`src/rtl/cp0_exc.sv`:
```
// CP0 exception/interrupt resolution for the M stage plus the Status/Cause/EPC/BadVAddr registers.
// Define CP0_TIMER_EN to add the Count/Compare timer driving Cause.IP[7].
module cp0_exc (
    input  logic        clk,
    input  logic        resetn,
    input  logic        laddrerrM,
    input  logic        saddrerrM,
    input  logic        adelifM,
    input  logic        syscallM,
    input  logic        breakM,
    input  logic        riM,
    input  logic        ovM,
    input  logic        eretM,
    input  logic        instvalidM,
    input  logic [31:0] pcM,
    input  logic [31:0] badaddrM,
    input  logic        bdM,
    input  logic [5:0]  int_i,
    input  logic        we_i,
    input  logic [4:0]  waddr_i,
    input  logic [4:0]  raddr_i,
    input  logic [31:0] wdata_i,
    output logic [31:0] rdata_o,
    output logic [31:0] excepttype_o,
    output logic        flush_o,
    output logic [31:0] newpc_o,
    output logic [31:0] status_o,
    output logic [31:0] cause_o,
    output logic [31:0] epc_o
);

    localparam logic [4:0]  ADDR_BADVADDR = 5'd8;
    localparam logic [4:0]  ADDR_COUNT    = 5'd9;
    localparam logic [4:0]  ADDR_COMPARE  = 5'd11;
    localparam logic [4:0]  ADDR_STATUS   = 5'd12;
    localparam logic [4:0]  ADDR_CAUSE    = 5'd13;
    localparam logic [4:0]  ADDR_EPC      = 5'd14;
    localparam logic [31:0] EXC_VECTOR    = 32'hBFC0_0380;
    localparam logic [31:0] CODE_INT      = 32'h1;
    localparam logic [31:0] CODE_ERET     = 32'he;

    logic [31:0] r_status, r_cause, r_epc, r_badvaddr;
    logic [31:0] w_excepttype, w_count, w_compare;
    logic        w_int_pending, w_fetch_adel, w_exc_taken, w_eret_taken, w_we, w_timer_int;

    assign w_int_pending = instvalidM & r_status[0] & ~r_status[1]
                         & (|(r_cause[15:8] & r_status[15:8]));

    always_comb begin
        w_excepttype = 32'h0;
        w_fetch_adel = 1'b0;
        if (instvalidM) begin
            if (w_int_pending)  w_excepttype = CODE_INT;
            else if (adelifM) begin
                w_excepttype = 32'h4;
                w_fetch_adel = 1'b1;
            end
            else if (riM)       w_excepttype = 32'ha;
            else if (syscallM)  w_excepttype = 32'h8;
            else if (breakM)    w_excepttype = 32'h9;
            else if (ovM)       w_excepttype = 32'hc;
            else if (laddrerrM) w_excepttype = 32'h4;
            else if (saddrerrM) w_excepttype = 32'h5;
            else if (eretM)     w_excepttype = CODE_ERET;
        end
    end

    assign excepttype_o = w_excepttype;
    assign flush_o      = |w_excepttype;
    assign newpc_o      = (w_excepttype == CODE_ERET) ? r_epc : EXC_VECTOR;
    assign w_eret_taken = (w_excepttype == CODE_ERET);
    assign w_exc_taken  = flush_o & ~w_eret_taken;
    assign w_we         = we_i & ~flush_o;

    always_ff @(posedge clk or negedge resetn) begin
        if (!resetn) begin
            r_status   <= 32'h0040_0000;
            r_cause    <= 32'h0;
            r_epc      <= 32'h0;
            r_badvaddr <= 32'h0;
        end else begin
            r_cause[15:10] <= {int_i[5] | w_timer_int, int_i[4:0]};
            if (w_exc_taken) begin
                r_epc       <= bdM ? (pcM - 32'd4) : pcM;
                r_cause[31] <= bdM;
                r_cause[6:2] <= (w_excepttype == CODE_INT) ? 5'd0 : w_excepttype[4:0];
                r_status[1] <= 1'b1;
                if (w_fetch_adel)
                    r_badvaddr <= pcM;
                else if (w_excepttype == 32'h4 || w_excepttype == 32'h5)
                    r_badvaddr <= badaddrM;
            end else if (w_eret_taken) begin
                r_status[1] <= 1'b0;
            end else if (w_we) begin
                case (waddr_i)
                    ADDR_STATUS: begin
                        r_status[15:8] <= wdata_i[15:8];
                        r_status[1:0]  <= wdata_i[1:0];
                    end
                    ADDR_CAUSE: r_cause[9:8] <= wdata_i[9:8];
                    ADDR_EPC:   r_epc <= wdata_i;
                    default: ;
                endcase
            end
        end
    end

`ifdef CP0_TIMER_EN
    logic [31:0] r_count, r_compare;
    logic        r_timer_int, r_count_tog;

    // Count advances on every second cycle; the toggle restarts on an mtc0 reload.
    always_ff @(posedge clk or negedge resetn) begin
        if (!resetn) begin
            r_count     <= 32'h0;
            r_compare   <= 32'h0;
            r_timer_int <= 1'b0;
            r_count_tog <= 1'b0;
        end else begin
            if (w_we && waddr_i == ADDR_COUNT) begin
                r_count     <= wdata_i;
                r_count_tog <= 1'b0;
            end else begin
                r_count_tog <= ~r_count_tog;
                if (r_count_tog) r_count <= r_count + 32'd1;
            end
            if (w_we && waddr_i == ADDR_COMPARE) begin
                r_compare   <= wdata_i;
                r_timer_int <= 1'b0;
            end else if (r_count == r_compare && r_compare != 32'h0) begin
                r_timer_int <= 1'b1;
            end
        end
    end

    assign w_count     = r_count;
    assign w_compare   = r_compare;
    assign w_timer_int = r_timer_int;
`else
    assign w_count     = 32'h0;
    assign w_compare   = 32'h0;
    assign w_timer_int = 1'b0;
`endif

    always_comb begin
        case (raddr_i)
            ADDR_BADVADDR: rdata_o = r_badvaddr;
            ADDR_COUNT:    rdata_o = w_count;
            ADDR_COMPARE:  rdata_o = w_compare;
            ADDR_STATUS:   rdata_o = r_status;
            ADDR_CAUSE:    rdata_o = r_cause;
            ADDR_EPC:      rdata_o = r_epc;
            default:       rdata_o = 32'h0;
        endcase
    end

    assign status_o = r_status;
    assign cause_o  = r_cause;
    assign epc_o    = r_epc;

endmodule

```
`config.mk`:
```
export PLATFORM = sky130hd
export DESIGN_NAME = cp0_exc
export DESIGN_NICKNAME = d
export VERILOG_FILES = /design/src/rtl/cp0_exc.sv
export SDC_FILE = /design/constraint.sdc
export NUM_CORES = 1
export LEC_CHECK = 0
export BUFFER_PORTS_ARGS = -buffer_cell sky130_fd_sc_hd__buf_4
export CORE_ASPECT_RATIO = 2
export CORE_MARGIN = 4
export CORE_UTILIZATION = 41
export DETAILED_ROUTE_END_ITERATION = 7
export PLACE_DENSITY = 0.77
export REMOVE_ABC_BUFFERS = 1
export SYNTH_ARGS = -nofsm -noshare
export SYNTH_HDL_FRONTEND = slang
export SYNTH_SLANG_ARGS = --single-unit
```
`constraint.sdc`:
```
create_clock -name clk -period 1.9 [get_ports clk]
set_input_delay 0.095 -clock clk [delete_from_list [all_inputs] [get_ports clk]]
set_output_delay 0.095 -clock clk [all_outputs]
set_load 0.005 [all_outputs]
```
### After elaboration in Yosys (flattened, before gate mapping)

Index checks and enable logic that the tools add are counted.

| operators by class | value |
|---|---|
| $add $sub $neg | 1 |
| equal/unequal tests | 12 |
| muxes and demuxes | 27 |
| bitwise logic cells | 10 |
| reduce and logical (&&, ||, !) cells | 13 |

Operators with widths:

| kind | number |
|---|---|
| $mux W32 | 9 |
| $pmux W32 S4 | 1 |
| $eq A32 B3 Y1 const B | 2 |
| $mux W4 | 9 |
| $eq A5 B4 Y1 const B | 7 |
| $eq A32 B1 Y1 const B | 1 |
| $eq A32 B4 Y1 const B | 1 |
| $reduce_or A32 Y1 | 1 |
| $sub A32 B3 Y32 const B | 1 |
| $and A8 B8 Y8 | 1 |
| $reduce_and A4 Y1 | 2 |
| $reduce_or A8 Y1 | 1 |
| $reduce_bool A2 Y1 | 3 |
| $reduce_bool A3 Y1 | 2 |
| $and A1 B1 Y1 | 5 |
| $mux W1 | 5 |
| $mux W5 | 1 |
| $mux W2 | 2 |
| $not A1 Y1 | 4 |
| $reduce_and A2 Y1 | 2 |
| $reduce_and A3 Y1 | 1 |
| $ne A2 B2 Y1 const B | 1 |
| $logic_or A1 B1 Y1 | 1 |

| word-level totals | value |
|---|---|
| bits in registers | 88 |
| input bits | 125 |
| output and inout bits | 193 |
| word-level logic and storage cells | 72 |

### Logic depth before layout (Yosys ltp)

Gate-level depths: netlist of the first run.

| depth | value |
|---|---|
| depth in word-level cells | 16 |
| depth in mapped cells | 8 |
| gate-level depth less buffers | 7 |

### Worst setup path before layout of the first run

OpenSTA, ideal clock, no wires.

| timing path | value |
|---|---|
| kind | register to register |
| start point | reg r_status[14] (netlist: status_o[14]) |
| end point | reg r_epc[10] (netlist: epc_o[10]) |
| setup time | 104 ps |
| arrival time | 1683 ps |
| required time | 1796 ps |
| setup slack | 114 ps |
| cell stages (with the launch flop) | 8 |
| buffers on the path | 2 |
| period minus slack after synthesis | 1786 ps |
| path through | dfrtp_1 a22oi_1 and4_1 nor2_1 or2_1 clkbuf_1 buf_2 a221oi_1 |

| on the way | value |
|---|---|
| word-level cells in the longest chain between the ends | 10 |
| elaborated cells on any way between the ends | 16 |
| classes of those cells | eq/ne: 2; mux: 3; bitwise: 6; reduce/logical: 5 |

Ends and longest elaborated chain:

| item | line | text |
|---|---|---|
| start, declared | 42 | `logic [31:0] r_status, r_cause, r_epc, r_badvaddr;` |
| start signal, assigned | 97 | `r_status[15:8] <= wdata_i[15:8];` |
| $and A8 B8 Y8 * | 47 | `& (\|(r_cause[15:8] & r_status[15:8]));` |
| $reduce_or A8 Y1 * | 47 |  |
| $and A1 B1 Y1 * | 47 |  |
| $mux W4 * | 53 | `if (w_int_pending) w_excepttype = CODE_INT;` |
| $mux W32 * | 52 | `if (instvalidM) begin` |
| $eq A32 B4 Y1 / $reduce_or A32 Y1 (equally long branches) | 71, 69 |  |
| $not A1 Y1 (on tied branches) | n/a |  |
| $and A1 B1 Y1 (on tied branches) | 72, 73 |  |
| $ne A2 B2 Y1 (no source line) / $reduce_bool A2 Y1 (equally long branches) | n/a |  |
| $reduce_and A3 Y1 (no source line) | n/a |  |
| end signal, assigned | 84 | `r_epc <= bdM ? (pcM - 32'd4) : pcM;` |
| end signal, assigned | 101 | `ADDR_EPC: r_epc <= wdata_i;` |
| end, declared | 42 |  |

Every way passes the cells marked *; elsewhere a longest branch is shown, timed or not.
A chain may end at the register's enable or synchronous reset.

### Worst setup path after layout of the first run

| timing path | value |
|---|---|
| start point | reg r_cause[13] (netlist: cause_o[13]) |
| end point | out newpc_o[22] |

| on the way | value |
|---|---|
| word-level cells in the longest chain between the ends | 7 |

Ends and longest elaborated chain:

| item | line | text |
|---|---|---|
| start, declared | 42 |  |
| start signal, assigned | 82 | `r_cause[15:10] <= {int_i[5] \| w_timer_int, int_i[4:0]};` |
| $and A8 B8 Y8 | 47 |  |
| $reduce_or A8 Y1 | 47 |  |
| $and A1 B1 Y1 | 47 |  |
| $mux W4 | 53 |  |
| $mux W32 | 52 |  |
| $eq A32 B4 Y1 | 70 | `assign newpc_o = (w_excepttype == CODE_ERET) ? r_epc : EXC_VECTOR;` |
| $mux W32 | 70 |  |
| end, declared | 26 | `output logic [31:0] newpc_o,` |

No other way between the ends.

==> flow_summary_export.csv, run 1 <==
group,metric,value,unit
layout,layout.cells.non_filler,1157,
placement,place_hpwl,18000,um
layout,multi_input_area,3630,sq um
layout,final_common_cell,"buf_4",
die,die_h,178,um
min_path,hp-class,"primary input to flop",
critical_path,crit_path_start_kind,"flop",
synthesis,ys_types,51,
layout,fin_nets,1089,
die,ios,318,
timing,min_period,2.13,ns
critical_path,slowest_delay,0.39,ns
critical_path,r2r_setup_slack,-0.15,ns
status,status,"complete, but fails checks",
routing,drt-initial-drc-count,241,
placement,pre_cts_ws,-0.110,ns
layout,diodes,0,
timing,finalWorstSetupSlack,-0.231,ns
timing,fmax,469,MHz
synthesis,synth_ff_type,"dfrtp_1",
min_path,hp-start,"wdata_i[10]",
clocking,worstSkewPairLatency,0.35,ns
timing,tightestPinTransition,0.745,ns
die,fp-row-count,61,
global_routing,grt_max_degree,43,
routing,ant_nets,0,
synthesis,synth_edf_count,0,
placement,dp_cells,1114,
clocking,cts_tree,"built",
placement,io_buffers,248,
routing,via_per_inst,5.45,
synthesis,synth_cells,651,
critical_path,r2r.worst_path.cells,6,
synthesis,ys_ff_latch,87,
routing,first_pass_iters,5,
layout,drive_gt1_share,45.1,%
clocking,cts.path.max_buffers,2,
critical_path,worstPathCellList,"a22oi_2, buf_4, and4_4, nor2_4, buf_6, or3_1, buf_4",
pwr,ir_drop,441,uV
global_routing,antenna_found_initial,0,
layout,final_cell_mix,"buf_4 (291), dfrtp_1 (87), conb_1 (69)",
critical_path,worstPathRequired,1.80,ns
timing,relSlewSlack,49.6,%
timing,drv_slew,0,
routing,wirelength,23700,um
critical_path,cpMaxStageDelayCell,"dfrtp_1",
critical_path,arrival,2.04,ns
timing,rsz0062_at_grt,"yes",
placement,gp_congestion,0.827,
clocking,htree_levels,3,
critical_path,worstSetupPathType,"flop to primary output",
routing,drcViolationCount,0,
die,die_area,16500,sq um
die,initial_core_util,42.1,%
die,core,14000,sq um
global_routing,grt_overflow,0,
clocking,numCtsBuffers,9,
critical_path,critPathCaptureType,"primary output",
timing,period_share,112,%
layout,regArea,2180,sq um
min_path,min_to,"status_o[10]$_DFFE_PN0P_",
critical_path,cp_max_fo,7,
global_routing,grt_pass1_vias,6354,
pwr,p_leak,4.38,nW
layout,nFillCells,1146,
synthesis,synth.avg_cell_area,9.08,sq um
routing,route.detailed.wl_per_inst,20.5,um
timing,setup_tns,-8.85,ns
critical_path,crit_path_frequent_cell,"buf_4",
status,violations,"setup timing",
pwr,power_density,580,nW/um^2
routing,num_vias,6306,
synthesis,ys_warn_count,40,
clocking,clock_sinks,87,
critical_path,r2r_end,"epc_o[7]$_DFFE_PN0P_",
global_routing,grt_use_total,27.8,%
timing,finClkSkew,0.0120,ns
min_path,hold_depth,2,
synthesis,async_reset_ff_share,100,%
critical_path,regToRegStartpoint,"status_o[0]$_DFFE_PN0P_",
synthesis,ys_seq_area_share,36.8,%
die,die_x,92.9,um
layout,area_growth,56.7,%
timing,finalSetupViolations,70,
global_routing,grt_pass1_wl,34800,um
clocking,clkTransAtPathRegs,0.07,ns
synthesis,netlist_area,5910,sq um
run,drv_cap,0,
timing,final-hold-violation-count,0,
clocking,cts-root-buf,"clkbuf_16",
==> power by group <==
group / switching (mW) / internal, mW
clock network: 0.775 / 0.894
registers: 0.202 / 2.07
logic: 0.651 / 0.784
total: 1.63 / 3.75
==> per-stage QoR <==
step	cell area (sq um)	hold slack (ns)	total power [mW]	util, %
6_report	9260	0.0163	5.37	65.9
5_1_grt	9260	0.00436	5.63	65.9
4_1_cts	8940	0.00401	5.31	63.6
3_5_place_dp	8240	0.0477	3.55	58.7
3_3_place_gp	8240	0.0472	3.52	58.7
2_1_floorplan	5470	-0.201	2.68	-
==> cells in the mapped netlist (2+ instances only) <==
cell type | n | area share (%)
dfrtp_1 | 87 | 37
buf_4 | 69 | 8.8
nand2_1 | 51 | 3.2
mux2i_1 | 49 | 8.3
o21ai_0 | 44 | 3.7
clkbuf_1 | 38 | 2.4
nor2_1 | 31 | 2.0
nor3_1 | 29 | 2.5
xnor2_1 | 26 | 3.9
and2_1 | 22 | 2.3
a22oi_1 | 20 | 2.5
a22o_1 | 18 | 2.7
nor4_1 | 18 | 1.9
a31oi_1 | 16 | 1.7
or3_1 | 16 | 1.7
nand3_1 | 15 | 1.3
mux2_2 | 14 | 2.7
a221oi_1 | 11 | 1.6
inv_1 | 11 | 0.70
a21oi_1 | 6 | 0.51
buf_2 | 6 | 0.51
a222oi_1 | 5 | 0.85
nor3b_1 | 5 | 0.63
or4_1 | 5 | 0.63
a211oi_1 | 3 | 0.38
nor3_2 | 3 | 0.51
nand2b_1 | 2 | 0.21
nand3b_1 | 2 | 0.25
nand4_1 | 2 | 0.21
nand4b_1 | 2 | 0.30
nor4_2 | 2 | 0.42
nor4_4 | 2 | 0.72
o41ai_1 | 2 | 0.30
or3b_2 | 2 | 0.30
==> routing by layer <==
metal | global-route usage, % | up-vias | wire length (um)
met2 | 51.2 | 327 | 13000
met1 | 28.6 | 3052 | 7990
li1 | - | 2862 | -
met5 | 0 | - | 0
met3 | 5.47 | 65 | 1550
met4 | 16.0 | 0 | 1130
==> cell families (layout without fill, tap and decap cells) <==
| logic type | after synthesis | count (layout) | share of synthesized area [%] |
|---|---|---|---|
| AND/OR/NAND/NOR | 217 | 217 | 20.4 |
| XOR/XNOR | 27 | 27 | 4.00 |
| other | 1 | 69 | 0.0634 |
| multiplexers | 63 | 63 | 11.0 |
| AO/OA/AOI/OAI | 130 | 130 | 14.9 |
| adder cells (fa/ha/maj) | 1 | 1 | 0.212 |
| flip-flops | 87 | 87 | 36.8 |
| buffers and inverters | 125 | 374 | 12.6 |
==> critical path: cells and delay by family, from the launching register on <==
family                 cells  cell delay [ns]
and+or+nand+nor            3             0.62
buffers and inverters      3             0.45
DFF                        1             0.39
AOI/OAI and AO/OA          1             0.24
==> sequential cells by signal (all words and copies together) (netlist names) <==
signal,flops
status_o,10
r_badvaddr,32
epc_o,32
cause_o,13
==> area by class of cell <==
| type | count | share of cell area (%) |
|---|---|---|
| tap | 189 | 2.55 |
| inverter | 11 | 0.446 |
| timing repair buffer | 347 | 31.4 |
| clock inverter | 4 | 0.338 |
| clock buffer | 12 | 2.55 |
| multi-input combinational | 507 | 39.2 |
| sequential | 87 | 23.5 |
==> how the worst max path moves through the flow <==
stage | from | end | slack (ns) | cells after the start
CTS | cause_o[13]$_DFF_PN0_ | newpc_o[22] | -0.22 | 7
detailed placement | status_o[13]$_DFFE_PN0P_ | epc_o[22]$_DFFE_PN0P_ | -0.11 | 6
global route | cause_o[13]$_DFF_PN0_ | newpc_o[24] | -0.28 | 7
finish | cause_o[13]$_DFF_PN0_ | newpc_o[22] | -0.23 | 7
global placement | status_o[13]$_DFFE_PN0P_ | cause_o[4]$_DFFE_PN0N_ | -0.11 | 7
floorplan | status_o[14]$_DFFE_PN0P_ | r_badvaddr[0]$_DFFE_PN0P_ | -1.30 | 4
==> what timing repair did <==
item / in CTS / in global routing
setup endpoints to repair: 92 / 95
gates cloned: 4 / 1
setup buffers: 8 / 3
hold endpoints to repair: 37 / 0
pin swaps: 18 / 9
hold buffers: 12 / 0
resized for setup: 64 / 64
Note: power is estimated with default switching activity, not from simulation.
==> run 2: changes to the inputs <==
CORE_AREA = 4 4 122 124   (was default)
CORE_ASPECT_RATIO = default   (was 2)
CORE_MARGIN = default   (was 4)
CORE_UTILIZATION = default   (was 41)
CTS_CLUSTER_SIZE = 30   (was default)
DIE_AREA = 0 0 126 128   (was default)
clock period = 2 ns   (was 1.9 ns; I/O delays follow)
==> flow_summary_export.csv, run 2 (synthesis results as in run 1) <==
group,metric,value,unit
critical_path,worstSetupPathType,"flop to primary output",
placement,gp_congestion,0.886,
die,die_area,16100,sq um
placement,io_buffers,248,
min_path,hp-start,"wdata_i[10]",
die,fp-row-count,43,
timing,tightestPinTransition,0.745,ns
timing,relSlewSlack,50.0,%
global_routing,antenna_found_initial,0,
min_path,hold_depth,2,
layout,diodes,0,
die,die_x,126,um
critical_path,arrival,2.15,ns
critical_path,worstPathRequired,1.90,ns
critical_path,regToRegStartpoint,"status_o[8]$_DFFE_PN0P_",
routing,ant_nets,0,
routing,first_pass_iters,7,
clocking,numCtsBuffers,9,
status,violations,"setup timing",
routing,drt-initial-drc-count,442,
critical_path,r2r.worst_path.cells,8,
global_routing,grt_overflow,0,
global_routing,grt_pass1_vias,6068,
timing,finalSetupViolations,52,
pwr,ir_drop,394,uV
clocking,cts-root-buf,"clkbuf_16",
layout,area_growth,54.7,%
die,core,13800,sq um
timing,rsz0062_at_grt,"yes",
timing,final-hold-violation-count,0,
clocking,cts_tree,"built",
layout,layout.cells.non_filler,1138,
global_routing,grt_pass1_wl,34500,um
pwr,p_leak,4.34,nW
clocking,clkTransAtPathRegs,0.06,ns
global_routing,grt_max_degree,47,
timing,finalWorstSetupSlack,-0.249,ns
layout,drive_gt1_share,43.7,%
routing,drcViolationCount,0,
routing,route.detailed.wl_per_inst,20.6,um
die,ios,318,
timing,period_share,112,%
timing,drv_slew,0,
layout,final_cell_mix,"buf_4 (280), dfrtp_1 (86), conb_1 (69)",
timing,finClkSkew,0.00578,ns
critical_path,cp_max_fo,4,
clocking,worstSkewPairLatency,0.35,ns
timing,fmax,445,MHz
min_path,hp-class,"primary input to flop",
placement,dp_cells,1077,
critical_path,startpoint,"status_o[10]$_DFFE_PN0P_",
clocking,clock_sinks,87,
status,status,"complete, but fails checks",
clocking,cts.path.max_buffers,2,
layout,fin_util,66.4,%
clocking,htree_levels,3,
run,drv_cap,0,
routing,wirelength,23400,um
global_routing,grt_use_total,27.3,%
timing,min_period,2.25,ns
layout,final_common_cell,"buf_4",
pwr,power_density,566,nW/um^2
die,die_h,128,um
critical_path,crit_path_start_kind,"flop",
routing,via_per_inst,5.51,
die,initial_core_util,42.9,%
placement,place_hpwl,16500,um
critical_path,critPathCaptureType,"primary output",
layout,fin_nets,1080,
routing,num_vias,6269,
==> run 2: worst paths after layout <==
path | endpoint | slack [ns]
worst max register to register | cause_o[31]$_DFFE_PN0N_ | -0.15
worst min-delay path | status_o[10]$_DFFE_PN0P_ | 0.02
worst max-delay path | newpc_o[8] | -0.25
min in group asynchronous | r_badvaddr[29]$_DFFE_PN0P_ | 0.32
max in group asynchronous | status_o[8]$_DFFE_PN0P_ | 1.04
worst min register to register | r_badvaddr[14]$_DFFE_PN0P_ | 0.48
==> run 2: power by group <==
part,switching [mW],internal (mW)
combinational,0.592,0.700
sequential,0.190,1.96
clock,0.704,1.03
==> run 2: repair_timing <==
item                                   in CTS  in global routing
hold buffers                               15                  0
gates cloned                                4                  2
setup endpoints to repair                  54                 54
resized for setup                          38                 50
endpoints found under the hold margin      59                  0
pin swaps                                   8                 10
buffers inserted                            8                 17
==> run 2: cell type report <==
class / count / area, sq um
flip-flops and latches: 87 / 2180
clock buffers: 12 / 256
clock inverters: 3 / 42.5
repair buffers: 338 / 2870
fillers: 1131 / 4630
inverters: 11 / 41.3
multi-input cells: 507 / 3530
well taps: 180 / 225
==> run 2: per-layer routing <==
metal	up-vias	GRT usage, %	part of all wire (%)
li1	2845	-	-
met2	366	47.5	50
met1	3018	33.6	39
met3	40	7.29	9.2
met4	0	6.94	2.2
met5	-	0	0
==> run 2: through the flow <==
step | setup slack, ns | hold WS, ns | cell area [sq um] | power (mW) | TNS [ns]
after floorplan | -1.20 | -0.196 | 5470 | 2.55 | -105.93
after global placement | 0.0165 | 0.166 | 8030 | 3.27 | 0
after detailed placement | -0.0667 | 0.170 | 8030 | 3.30 | -0.478
after CTS | -0.207 | 0.0149 | 8800 | 5.10 | -5.99
after global routing | -0.293 | 0.0229 | 9150 | 5.40 | -11.43
final | -0.249 | 0.0211 | 9150 | 5.18 | -8.33
==> run 2: critical path: stages (launching register included) <==
cell     delay, ns
dfrtp_1       0.41
a22oi_2       0.30
and4_4        0.29
nor2_4        0.05
buf_12        0.13
buf_6         0.13
or3_4         0.38
buf_6         0.12
